## config.mk

```make
export PLATFORM = sky130hd
export DESIGN_NAME = mem_stage
export DESIGN_NICKNAME = d
export VERILOG_FILES = /design/src/rtl/cpu_pkg.sv /design/src/rtl/load_extend.sv /design/src/rtl/mem_stage.sv
export SDC_FILE = /design/constraint.sdc
export NUM_CORES = 1
export LEC_CHECK = 0
export CAP_MARGIN = 20
export CORE_AREA = 3 3 233 235
export DETAILED_ROUTE_END_ITERATION = 10
export DIE_AREA = 0 0 236 238
export DONT_BUFFER_PORTS = 1
export PLACE_DENSITY = 0.42
export SYNTH_ARGS = -nofsm -noshare
export SYNTH_HDL_FRONTEND = slang
export SYNTH_SLANG_ARGS = --single-unit
```

## constraint.sdc

```tcl
create_clock -name clk -period 3.12 [get_ports clk]
set_input_delay 0.624 -clock clk [delete_from_list [all_inputs] [get_ports clk]]
set_output_delay 0.624 -clock clk [all_outputs]
set_load 0.02 [all_outputs]
```

## src/rtl/cpu_pkg.sv

```systemverilog
// Shared CPU type definitions: transfer sizes, writeback select and memory-stage states.
`default_nettype none

package cpu_pkg;

  typedef enum logic [1:0] {
    SZ_B = 2'd0,
    SZ_H = 2'd1,
    SZ_W = 2'd2,
    SZ_D = 2'd3
  } mem_size_t;

  typedef enum logic [1:0] {
    MTR_ALU  = 2'd0,
    MTR_MEM  = 2'd1,
    MTR_NORM = 2'd2
  } memtoreg_t;

  typedef enum logic {
    IDLE = 1'b0,
    REQ  = 1'b1
  } mem_state_t;

endpackage

`default_nettype wire

```

## src/rtl/load_extend.sv

```systemverilog
// Zero-extends right-aligned load data to the full datapath width according to transfer size.
`default_nettype none

module load_extend
  import cpu_pkg::*;
#(
  parameter int DATA_W = 64
) (
  input  logic [DATA_W-1:0] rdata_i,
  input  logic [1:0]        size_i,
  output logic [DATA_W-1:0] data_o
);

  always_comb begin
    data_o = '0;
    case (mem_size_t'(size_i))
      SZ_B:    data_o = {{(DATA_W-8){1'b0}},  rdata_i[7:0]};
      SZ_H:    data_o = {{(DATA_W-16){1'b0}}, rdata_i[15:0]};
      SZ_W:    data_o = {{(DATA_W-32){1'b0}}, rdata_i[31:0]};
      default: data_o = rdata_i;
    endcase
  end

endmodule

`default_nettype wire

```

## src/rtl/mem_stage.sv

```systemverilog
// Memory-access stage with req/ack data-memory handshake and the MEM/WB pipeline register.
`default_nettype none

module mem_stage
  import cpu_pkg::*;
#(
  parameter int DATA_W = 64,
  parameter int REG_AW = 5
) (
  input  logic              clk,
  input  logic              reset,
  input  logic              valid_mem,
  input  logic [DATA_W-1:0] alu_result_mem,
  input  logic [DATA_W-1:0] norm_result_mem,
  input  logic [DATA_W-1:0] store_data_mem,
  input  logic [REG_AW-1:0] rd_mem,
  input  logic              RegWrite_mem,
  input  logic              MemRead_mem,
  input  logic              MemWrite_mem,
  input  logic [1:0]        MemToReg_mem,
  input  logic [1:0]        mem_size_mem,
  output logic              dmem_req,
  output logic              dmem_we,
  output logic [DATA_W-1:0] dmem_addr,
  output logic [DATA_W-1:0] dmem_wdata,
  output logic [1:0]        dmem_size,
  input  logic              dmem_ack,
  input  logic [DATA_W-1:0] dmem_rdata,
  output logic              stall_mem,
  output logic              valid_wb,
  output logic              RegWrite_reg_wb,
  output logic [1:0]        MemToReg_wb,
  output logic [REG_AW-1:0] rd_wb,
  output logic [DATA_W-1:0] dmem_out_reg,
  output logic [DATA_W-1:0] alu_result_wb,
  output logic [DATA_W-1:0] norm_result_wb
);

  mem_state_t state_q, state_d;

  // Request registers: snapshot of the EX/MEM instruction for the whole transfer
  logic [DATA_W-1:0] addr_q,  addr_d;
  logic [DATA_W-1:0] wdata_q, wdata_d;
  logic [DATA_W-1:0] norm_q,  norm_d;
  logic [1:0]        size_q,  size_d;
  logic              we_q,    we_d;
  logic [REG_AW-1:0] rd_q,    rd_d;
  logic              rw_q,    rw_d;
  logic [1:0]        mtr_q,   mtr_d;

  // MEM/WB register
  logic              wb_valid_q, wb_valid_d;
  logic              wb_rw_q,    wb_rw_d;
  logic [1:0]        wb_mtr_q,   wb_mtr_d;
  logic [REG_AW-1:0] wb_rd_q,    wb_rd_d;
  logic [DATA_W-1:0] wb_mem_q,   wb_mem_d;
  logic [DATA_W-1:0] wb_alu_q,   wb_alu_d;
  logic [DATA_W-1:0] wb_norm_q,  wb_norm_d;

  logic              mem_op;
  logic [DATA_W-1:0] ext_data;

  assign mem_op = valid_mem & (MemRead_mem | MemWrite_mem);

  load_extend #(
    .DATA_W (DATA_W)
  ) u_load_extend (
    .rdata_i (dmem_rdata),
    .size_i  (size_q),
    .data_o  (ext_data)
  );

  always_comb begin
    state_d    = state_q;
    addr_d     = addr_q;
    wdata_d    = wdata_q;
    norm_d     = norm_q;
    size_d     = size_q;
    we_d       = we_q;
    rd_d       = rd_q;
    rw_d       = rw_q;
    mtr_d      = mtr_q;
    // Every path that does not retire an instruction loads an all-zero bubble
    wb_valid_d = 1'b0;
    wb_rw_d    = 1'b0;
    wb_mtr_d   = '0;
    wb_rd_d    = '0;
    wb_mem_d   = '0;
    wb_alu_d   = '0;
    wb_norm_d  = '0;
    stall_mem  = 1'b0;

    case (state_q)
      IDLE: begin
        if (mem_op) begin
          addr_d    = alu_result_mem;
          wdata_d   = store_data_mem;
          norm_d    = norm_result_mem;
          size_d    = mem_size_mem;
          we_d      = MemWrite_mem;  // read+write together resolves to a store
          rd_d      = rd_mem;
          rw_d      = RegWrite_mem;
          mtr_d     = MemToReg_mem;
          stall_mem = 1'b1;
          state_d   = REQ;
        end else if (valid_mem) begin
          wb_valid_d = 1'b1;
          wb_rw_d    = RegWrite_mem;
          wb_mtr_d   = MemToReg_mem;
          wb_rd_d    = rd_mem;
          wb_alu_d   = alu_result_mem;
          wb_norm_d  = norm_result_mem;
        end
      end

      REQ: begin
        stall_mem = ~dmem_ack;
        if (dmem_ack) begin
          wb_valid_d = 1'b1;
          wb_rw_d    = rw_q;
          wb_mtr_d   = mtr_q;
          wb_rd_d    = rd_q;
          wb_mem_d   = we_q ? '0 : ext_data;
          wb_alu_d   = addr_q;
          wb_norm_d  = norm_q;
          state_d    = IDLE;
        end
      end

      default: state_d = IDLE;
    endcase
  end

  always_ff @(posedge clk) begin
    if (reset) begin
      state_q    <= IDLE;
      addr_q     <= '0;
      wdata_q    <= '0;
      norm_q     <= '0;
      size_q     <= '0;
      we_q       <= 1'b0;
      rd_q       <= '0;
      rw_q       <= 1'b0;
      mtr_q      <= '0;
      wb_valid_q <= 1'b0;
      wb_rw_q    <= 1'b0;
      wb_mtr_q   <= '0;
      wb_rd_q    <= '0;
      wb_mem_q   <= '0;
      wb_alu_q   <= '0;
      wb_norm_q  <= '0;
    end else begin
      state_q    <= state_d;
      addr_q     <= addr_d;
      wdata_q    <= wdata_d;
      norm_q     <= norm_d;
      size_q     <= size_d;
      we_q       <= we_d;
      rd_q       <= rd_d;
      rw_q       <= rw_d;
      mtr_q      <= mtr_d;
      wb_valid_q <= wb_valid_d;
      wb_rw_q    <= wb_rw_d;
      wb_mtr_q   <= wb_mtr_d;
      wb_rd_q    <= wb_rd_d;
      wb_mem_q   <= wb_mem_d;
      wb_alu_q   <= wb_alu_d;
      wb_norm_q  <= wb_norm_d;
    end
  end

  assign dmem_req   = (state_q == REQ);
  assign dmem_we    = dmem_req & we_q;
  assign dmem_addr  = addr_q;
  assign dmem_wdata = wdata_q;
  assign dmem_size  = size_q;

  assign valid_wb        = wb_valid_q;
  assign RegWrite_reg_wb = wb_rw_q;
  assign MemToReg_wb     = wb_mtr_q;
  assign rd_wb           = wb_rd_q;
  assign dmem_out_reg    = wb_mem_q;
  assign alu_result_wb   = wb_alu_q;
  assign norm_result_wb  = wb_norm_q;

endmodule

`default_nettype wire

```

==> flow_summary.ini, run 1 <==
[clock_network]
cts_root_buf = clkbuf_16
cts-resized-gates = 0
ctsLongestPathBuffers = 3
clkSinkCount = 405
cts_tree = built
clock_latency_ns = 0.56
path_clk_slew_ns = 0.06
post_cts_buffers = 0
numCtsBuffers = 45
hold_buffers = 0
htree_levels = 2

[synthesis]
async_flop_share_pct = 0
synth_fp_nets = 1650
synth.top_cells.by_area = dfxtp_1 (58%), nand3b_1 (11%), a22o_1 (8.5%)
yosysTopAreaCell = dfxtp_1
synth_edf_count = 0
synth-xor-area-share_pct = 0
synth_top_flop_cell = dfxtp_1
syn_avg_cell_area_um2 = 10.2
synth_compound_area_share_pct = 23.1
synth_cell_types = 22
yosysTopAreaCellShare_pct = 57.9
seq_area_frac_synth_pct = 57.9
netlist_area_um2 = 14000
yosysMostFrequentCell = dfxtp_1
synthAdderAreaFrac_pct = 0
synth_top_family_by_area = compound AO/OA/AOI/OAI gates
synth-simple-area-share_pct = 14.3
yosysWarnings = 0
synth_common_cells = dfxtp_1 (405), a21oi_1 (204), o21ai_0 (204)
muxShareOfSynthArea_pct = 0
synth_cells = 1378
synth-seq-cells = 405

[route]
vias_per_cell = 5.18
wl_um = 47700
wl_per_cell_um = 23.7
dr.pass1.iters = 5
drtAntennaViolNets = 0
route.detailed.drc = 0
vias = 10400
drtIter0Drc = 566

[min_path]
worstHoldPathCells = 1
min_path_type = primary input to register

[worst_setup_path]
cp-end-kind = output pin
path_buf_inv = 0
crit_slowest_cell = dfxtp_1
cpPeakStageDelay_ns = 0.71
cp_top_family = flip-flops
cp_num_cells = 3
required_ns = 2.50
path_max_fanout = 7
worstPathArrival_ns = 1.79
ff2ff_path_depth = 4
cp-start-kind = register
path_class = register to output pin
worstPathCellList = nor2b_4, o21ai_0, nand2_1

[floorplanning]
dieArea_um2 = 56200
io-pin-count = 606
die_h_um = 238
initial_core_util_pct = 26.7
die_w_um = 236
num_rows = 84
coreArea_um2 = 52400

[outcome]
status = completed

[cells_and_area]
area_growth_pct = 14.1
nets = 1563
drive_gt1_share_pct = 7.09

[pwr]
power_frac_comb_pct = 4.8
internal_power_w = 0.00877
p_total_w = 0.0116
power_density_nw_per_um2 = 726
p_leak_nw = 5.57
irDropWorstVdd_uv = 367
pwr-share-clk_pct = 46.0
sequentialPowerShare_pct = 49.1
p_switching_w = 0.00282
switching_share_pct = 24.4

[global_routing]
grt_use_total_pct = 15.7
grt_pass1_vias = 9746
grt_pass1_wl_um = 68500
antenna_found_initial = 2
overflow = 0
grt_max_degree = 225

[sta]
timing.final.crit_share_pct = 77.2
max_slew.worst_pin.slew_ns = 0.812
slew_violations = 0
holdWs_ns = 0.163
rsz0062_at_grt = no
post-route-min-period_ns = 2.41
fin_ws_ns = 0.710
fmax_mhz = 415
skew_ns = 0.0104
setup_viol = 0
slew-limit-headroom_pct = 45.9
hold_violations = 0
finalSetupTns_ns = 0

[place]
dp_hpwl_um = 31200
port-buffer-count = 0
gp_congestion = 0.774
place_ws_ns = 1.10

[flow_run]
cap_violations = 0
layer usage:
metal  wire, um  part of all wire [%]  track usage, %
met1      17900                    37            17.2
met2      24600                    52            28.4
met3       4130                   8.7            5.80
met4       1150                   2.4            4.57
met5          0                     0               0
cells by family (layout without fill, tap and decap cells):
kind of cell	count (synthesis)	after routing
flops	405	405
other cells	0	2
buf+inv	149	96
simple gates	279	279
compound gates	545	545
path summary, 6_finish.rpt:
check	startpoint	to	slack, ns
max	dmem_req	stall_mem	0.71
min	reset	norm_q[5]	0.16
max reg2reg	dmem_req	dmem_addr[7]	1.04
min reg2reg	rd_q[3]	rd_wb[3]	0.46
cells in the final DEF, fill, tap and decap left out, types with 9 or more instances in the layout:
cell type,instances
a21oi_1,204
a22o_1,136
and2_1,49
and3_1,17
buf_12,9
clkbuf_16,47
clkbuf_8,11
dfxtp_1,405
nand3b_1,202
o21ai_0,204
area by class of cell:
| cell class | instances | area, um^2 |
|---|---|---|
| flip-flops and latches | 405 | 8110 |
| fillers | 5388 | 36500 |
| inverters | 1 | 3.75 |
| clock inverters | 15 | 141 |
| well taps | 688 | 861 |
| repair buffers | 14 | 218 |
| clock buffers | 66 | 1360 |
| multi-input cells | 824 | 5280 |
| diodes | 2 | 5.00 |
through the flow:
stage,cell area [um^2],instances,utilization (%)
after detailed placement,14500,1932,27.6
after global placement,14500,1932,27.6
after CTS,16000,2013,30.4
after floorplan,14000,1378,-
after global routing,16000,2013,30.4
final,16000,2015,30.5
power by group through the flow:
stage	clock network (W)	registers, W	logic [W]
floorplan	0	0.00574	0.000478
global placement	0	0.00582	0.000549
detailed placement	0	0.00582	0.000565
CTS	0.00550	0.00570	0.000566
global route	0.00568	0.00571	0.000631
finish	0.00534	0.00570	0.000560
Note: power is estimated with default switching activity, not from simulation.
==> run 2, diff against run 1 <==
==> constraint.sdc (replaced) <==
create_clock -name clk -period 2.5 [get_ports clk]
set_input_delay 0.5 -clock clk [delete_from_list [all_inputs] [get_ports clk]]
set_output_delay 0.5 -clock clk [all_outputs]
set_load 0.02 [all_outputs]
==> flow_summary.ini, run 2 (synthesis results as in run 1) <==
[floorplanning]
die_h_um = 238
dieArea_um2 = 56200
coreArea_um2 = 52400
io-pin-count = 606
die_w_um = 236
initial_core_util_pct = 26.7
num_rows = 84

[clock_network]
htree_levels = 2
path_clk_slew_ns = 0.06
cts_tree = built
post_cts_buffers = 0
cts_root_buf = clkbuf_16
clock_latency_ns = 0.56
numCtsBuffers = 45
ctsLongestPathBuffers = 3
cts-resized-gates = 0
clkSinkCount = 405
hold_buffers = 1

[route]
route.detailed.drc = 0
wl_um = 48300
vias = 10500
wl_per_cell_um = 23.9
dr.pass1.iters = 7
drtIter0Drc = 630
vias_per_cell = 5.18
drtAntennaViolNets = 0

[outcome]
status = completed

[cells_and_area]
layout_commonest_cell = dfxtp_1
drive_gt1_share_pct = 7.67
area_growth_pct = 15.4
nets = 1567
post-route-cell-area_um2 = 16200
mostFrequentLayoutCells = dfxtp_1 (405), o21ai_0 (204), a21oi_1 (204)

[sta]
post-route-min-period_ns = 2.27
rsz0062_at_grt = no
finalSetupTns_ns = 0
slew_violations = 0
slew-limit-headroom_pct = 41.6
timing.final.crit_share_pct = 90.8
hold_violations = 0
max_slew.worst_pin.slew_ns = 0.876
fmax_mhz = 441
skew_ns = 0.0175
setup_viol = 0

[place]
gp_congestion = 0.794
postPlaceCellArea_um2 = 14500
dp_hpwl_um = 31400
port-buffer-count = 0

[worst_setup_path]
path_max_fanout = 7
worstPathArrival_ns = 1.77
cpPeakStageDelay_ns = 0.69
required_ns = 2.00
crit_slowest_cell = dfxtp_1
path_class = register to output pin
cp-end-kind = output pin
ff2ff_path_depth = 4
worstPathCellList = nor2b_4, o21ai_0, nand2_1
cp-start-kind = register

[pwr]
p_leak_nw = 5.66
power_density_nw_per_um2 = 930
irDropWorstVdd_uv = 389
p_total_w = 0.0150

[flow_run]
cap_violations = 0

[global_routing]
antenna_found_initial = 1
grt_pass1_vias = 9970
overflow = 0
grt_use_total_pct = 15.9
grt_pass1_wl_um = 69500
grt_max_degree = 198

[min_path]
worstHoldPathCells = 1
min_path_type = primary input to register
[run 2: final timing paths]
path / end / startpoint / slack (ns)
worst min-delay path: dmem_out_reg[6] / dmem_rdata[6] / 0.05
worst max register to register: dmem_out_reg[41] / dmem_req / 0.50
worst min register to register: norm_result_wb[14] / norm_q[14] / 0.46
worst max-delay path: stall_mem / dmem_req / 0.23
[run 2: stage by stage]
| stage | worst slack (ns) | hold slack [ns] | util [%] | std cells |
|---|---|---|---|---|
| after floorplan | 0.829 | 0.436 | - | 1378 |
| after global placement | 0.546 | 0.442 | 27.7 | 1935 |
| after detailed placement | 0.517 | 0.444 | 27.7 | 1935 |
| after CTS | 0.185 | 0.00711 | 30.8 | 2017 |
| after global routing | 0.104 | 0.0211 | 30.8 | 2018 |
| final | 0.231 | 0.0549 | 30.8 | 2018 |
[run 2: worst max-delay path: cells and delay by family, from the launching register on]
| family | cells | cell delay, ns |
|---|---|---|
| AOI/OAI and AO/OA | 1 | 0.13 |
| and+or+nand+nor | 2 | 0.39 |
| DFF | 1 | 0.69 |
[run 2: area by class of cell]
cell class	instances	area [um^2]
Fill cell	5322	36300
Tap cell	688	861
Clock buffer	60	1300
Timing Repair Buffer	18	273
Inverter	1	3.75
Sequential cell	405	8110
Multi-Input combinational cell	824	5280
Clock inverter	21	329
Antenna cell	1	2.50
[run 2: where the power goes]
part	internal, W	total (W)	leakage, nW	switching [W]
logic	0.000280	0.000718	1.56	0.000437
clock network	0.00449	0.00719	0.804	0.00270
registers	0.00670	0.00712	3.30	0.000414
total	0.0115	0.0150	5.66	0.00355
[run 2: routing by layer]
| layer | share of wire (%) | global-route usage, % |
|---|---|---|
| met1 | 37 | 17.2 |
| met2 | 51 | 28.1 |
| met3 | 9.7 | 6.65 |
| met4 | 2.9 | 5.35 |
| met5 | 0 | 0 |
==> run 3, diff against run 2 <==
--- a/config.mk
+++ b/config.mk
@@ -7,10 +7,12 @@
 export LEC_CHECK = 0
 export CAP_MARGIN = 20
 export CORE_AREA = 3 3 233 235
+export CTS_BUF_LIST = sky130_fd_sc_hd__clkbuf_8
 export DETAILED_ROUTE_END_ITERATION = 10
 export DIE_AREA = 0 0 236 238
 export DONT_BUFFER_PORTS = 1
 export PLACE_DENSITY = 0.42
+export SLEW_MARGIN = 10
 export SYNTH_ARGS = -nofsm -noshare
 export SYNTH_HDL_FRONTEND = slang
 export SYNTH_SLANG_ARGS = --single-unit
==> flow_summary.ini, run 3 (synthesis results as in run 1) <==
[outcome]
status = completed

[place]
place_ws_ns = 0.517
postPlaceCellArea_um2 = 14500
dp_hpwl_um = 31400
gp_congestion = 0.794
port-buffer-count = 0

[cells_and_area]
drive_gt1_share_pct = 7.91
area_growth_pct = 38.3
fillers = 5154
post-route-cell-area_um2 = 19400
mostFrequentLayoutCells = dfxtp_1 (404), dlygate4sd3_1 (334), o21ai_0 (204), a21oi_1 (204), nand3b_1 (202)
nets = 1927
layout_commonest_cell = dfxtp_1

[global_routing]
antenna_found_initial = 3
grt_pass1_wl_um = 77000
overflow = 0
grt_max_degree = 198
grt_pass1_vias = 12200
grt_use_total_pct = 17.5

[worst_setup_path]
cp-end-kind = register
path_max_fanout = 116
worstPathArrival_ns = 2.76
path_class = register to register
required_ns = 3.06
cp-start-kind = register

[sta]
setup_viol = 0
rsz0062_at_grt = no
fmax_mhz = 453
skew_ns = 0.0231
hold_violations = 0
timing.final.crit_share_pct = 88.3
fin_ws_ns = 0.293
max_slew.worst_pin.slew_ns = 0.907
slew-limit-headroom_pct = 39.6
finalSetupTns_ns = 0
slew_violations = 0
post-route-min-period_ns = 2.21

[pwr]
p_leak_nw = 7.26
irDropWorstVdd_uv = 355
p_total_w = 0.0146
power_density_nw_per_um2 = 755

[clock_network]
numCtsBuffers = 71
ctsLongestPathBuffers = 3
path_clk_slew_ns = 0.06
cts_tree = built
clkSinkCount = 405
clock_latency_ns = 0.62
cts_root_buf = clkbuf_8
htree_levels = 3

[route]
vias_per_cell = 5.00
wl_um = 52500
vias = 12000
drtAntennaViolNets = 0
dr.pass1.iters = 5
route.detailed.drc = 0
wl_per_cell_um = 21.9
drtIter0Drc = 626

[floorplanning]
dieArea_um2 = 56200
io-pin-count = 606
die_w_um = 236
initial_core_util_pct = 26.7
coreArea_um2 = 52400
die_h_um = 238
num_rows = 84

[min_path]
min_path_type = primary input to register

[flow_run]
cap_violations = 0
-- run 3: changes by cell type in the layout (fill, tap and decap cells not counted), moves of 2 or more --
cell | before | now
clkbuf_16 | 46 | 0
dlygate4sd3_1 | 0 | 334
bufinv_16 | 8 | 2
diode_2 | 1 | 3
clkbuf_8 | 10 | 91
inv_1 | 1 | 16
clkbuf_1 | 4 | 0
-- run 3: critical path, cell delays in order (launching register included) --
cell	delay [ns]
dfxtp_2	0.41
nor2b_4	0.24
buf_12	0.41
nand3b_1	0.25
a21oi_1	0.17
dlygate4sd3_1	0.54
-- run 3: layer usage --
layer | track usage (%) | vias to the layer above | wire length [um]
met4 | 8.59 | 0 | 2120
met5 | 0 | - | 0
met1 | 18.7 | 5836 | 19100
met3 | 6.20 | 111 | 4340
met2 | 30.7 | 525 | 26900
li1 | - | 5515 | -
-- run 3: path summary, 6_finish.rpt --
path | endpoint | slack [ns] | cells past startpoint | start
worst max-delay path | dmem_wdata[24] | 0.29 | 5 | dmem_req
worst min-delay path | dmem_out_reg[18] | 0.09 | 1 | dmem_rdata[18]
worst max register to register | dmem_wdata[24] | 0.29 | 5 | dmem_req
worst min register to register | norm_result_wb[4] | 0.45 | 1 | norm_q[4]
-- run 3: power breakdown --
part	switching, W	total (W)	internal (W)
sequential	0.000416	0.00712	0.00671
clock	0.00278	0.00627	0.00349
combinational	0.000585	0.00122	0.000636
-- run 3: what timing repair did --
item / in CTS / in global routing
buffers inserted: 0 / 0
gates resized for setup: 0 / 1
hold buffers: 335 / 0
hold endpoints to repair: 402 / 0
setup endpoints to repair: 0 / 1
-- run 3: metrics by stage --
stage | hold WS [ns] | util, % | instances
4_1_cts | 0.00408 | 36.9 | 2394
3_3_place_gp | 0.442 | 27.7 | 1935
5_1_grt | 0.0148 | 36.9 | 2397
6_report | 0.0908 | 36.9 | 2397
3_5_place_dp | 0.444 | 27.7 | 1935
2_1_floorplan | 0.436 | - | 1378
-- run 3: cell type report --
cell class	count	area (um^2)	area share (%)
Inverter	1	3.75	0.0194
Sequential cell	405	8110	41.9
Timing Repair Buffer	352	3620	18.7
Multi-Input combinational cell	824	5280	27.3
Antenna cell	3	7.51	0.0388
Clock inverter	33	221	1.14
Clock buffer	91	1250	6.47
Tap cell	688	861	4.45
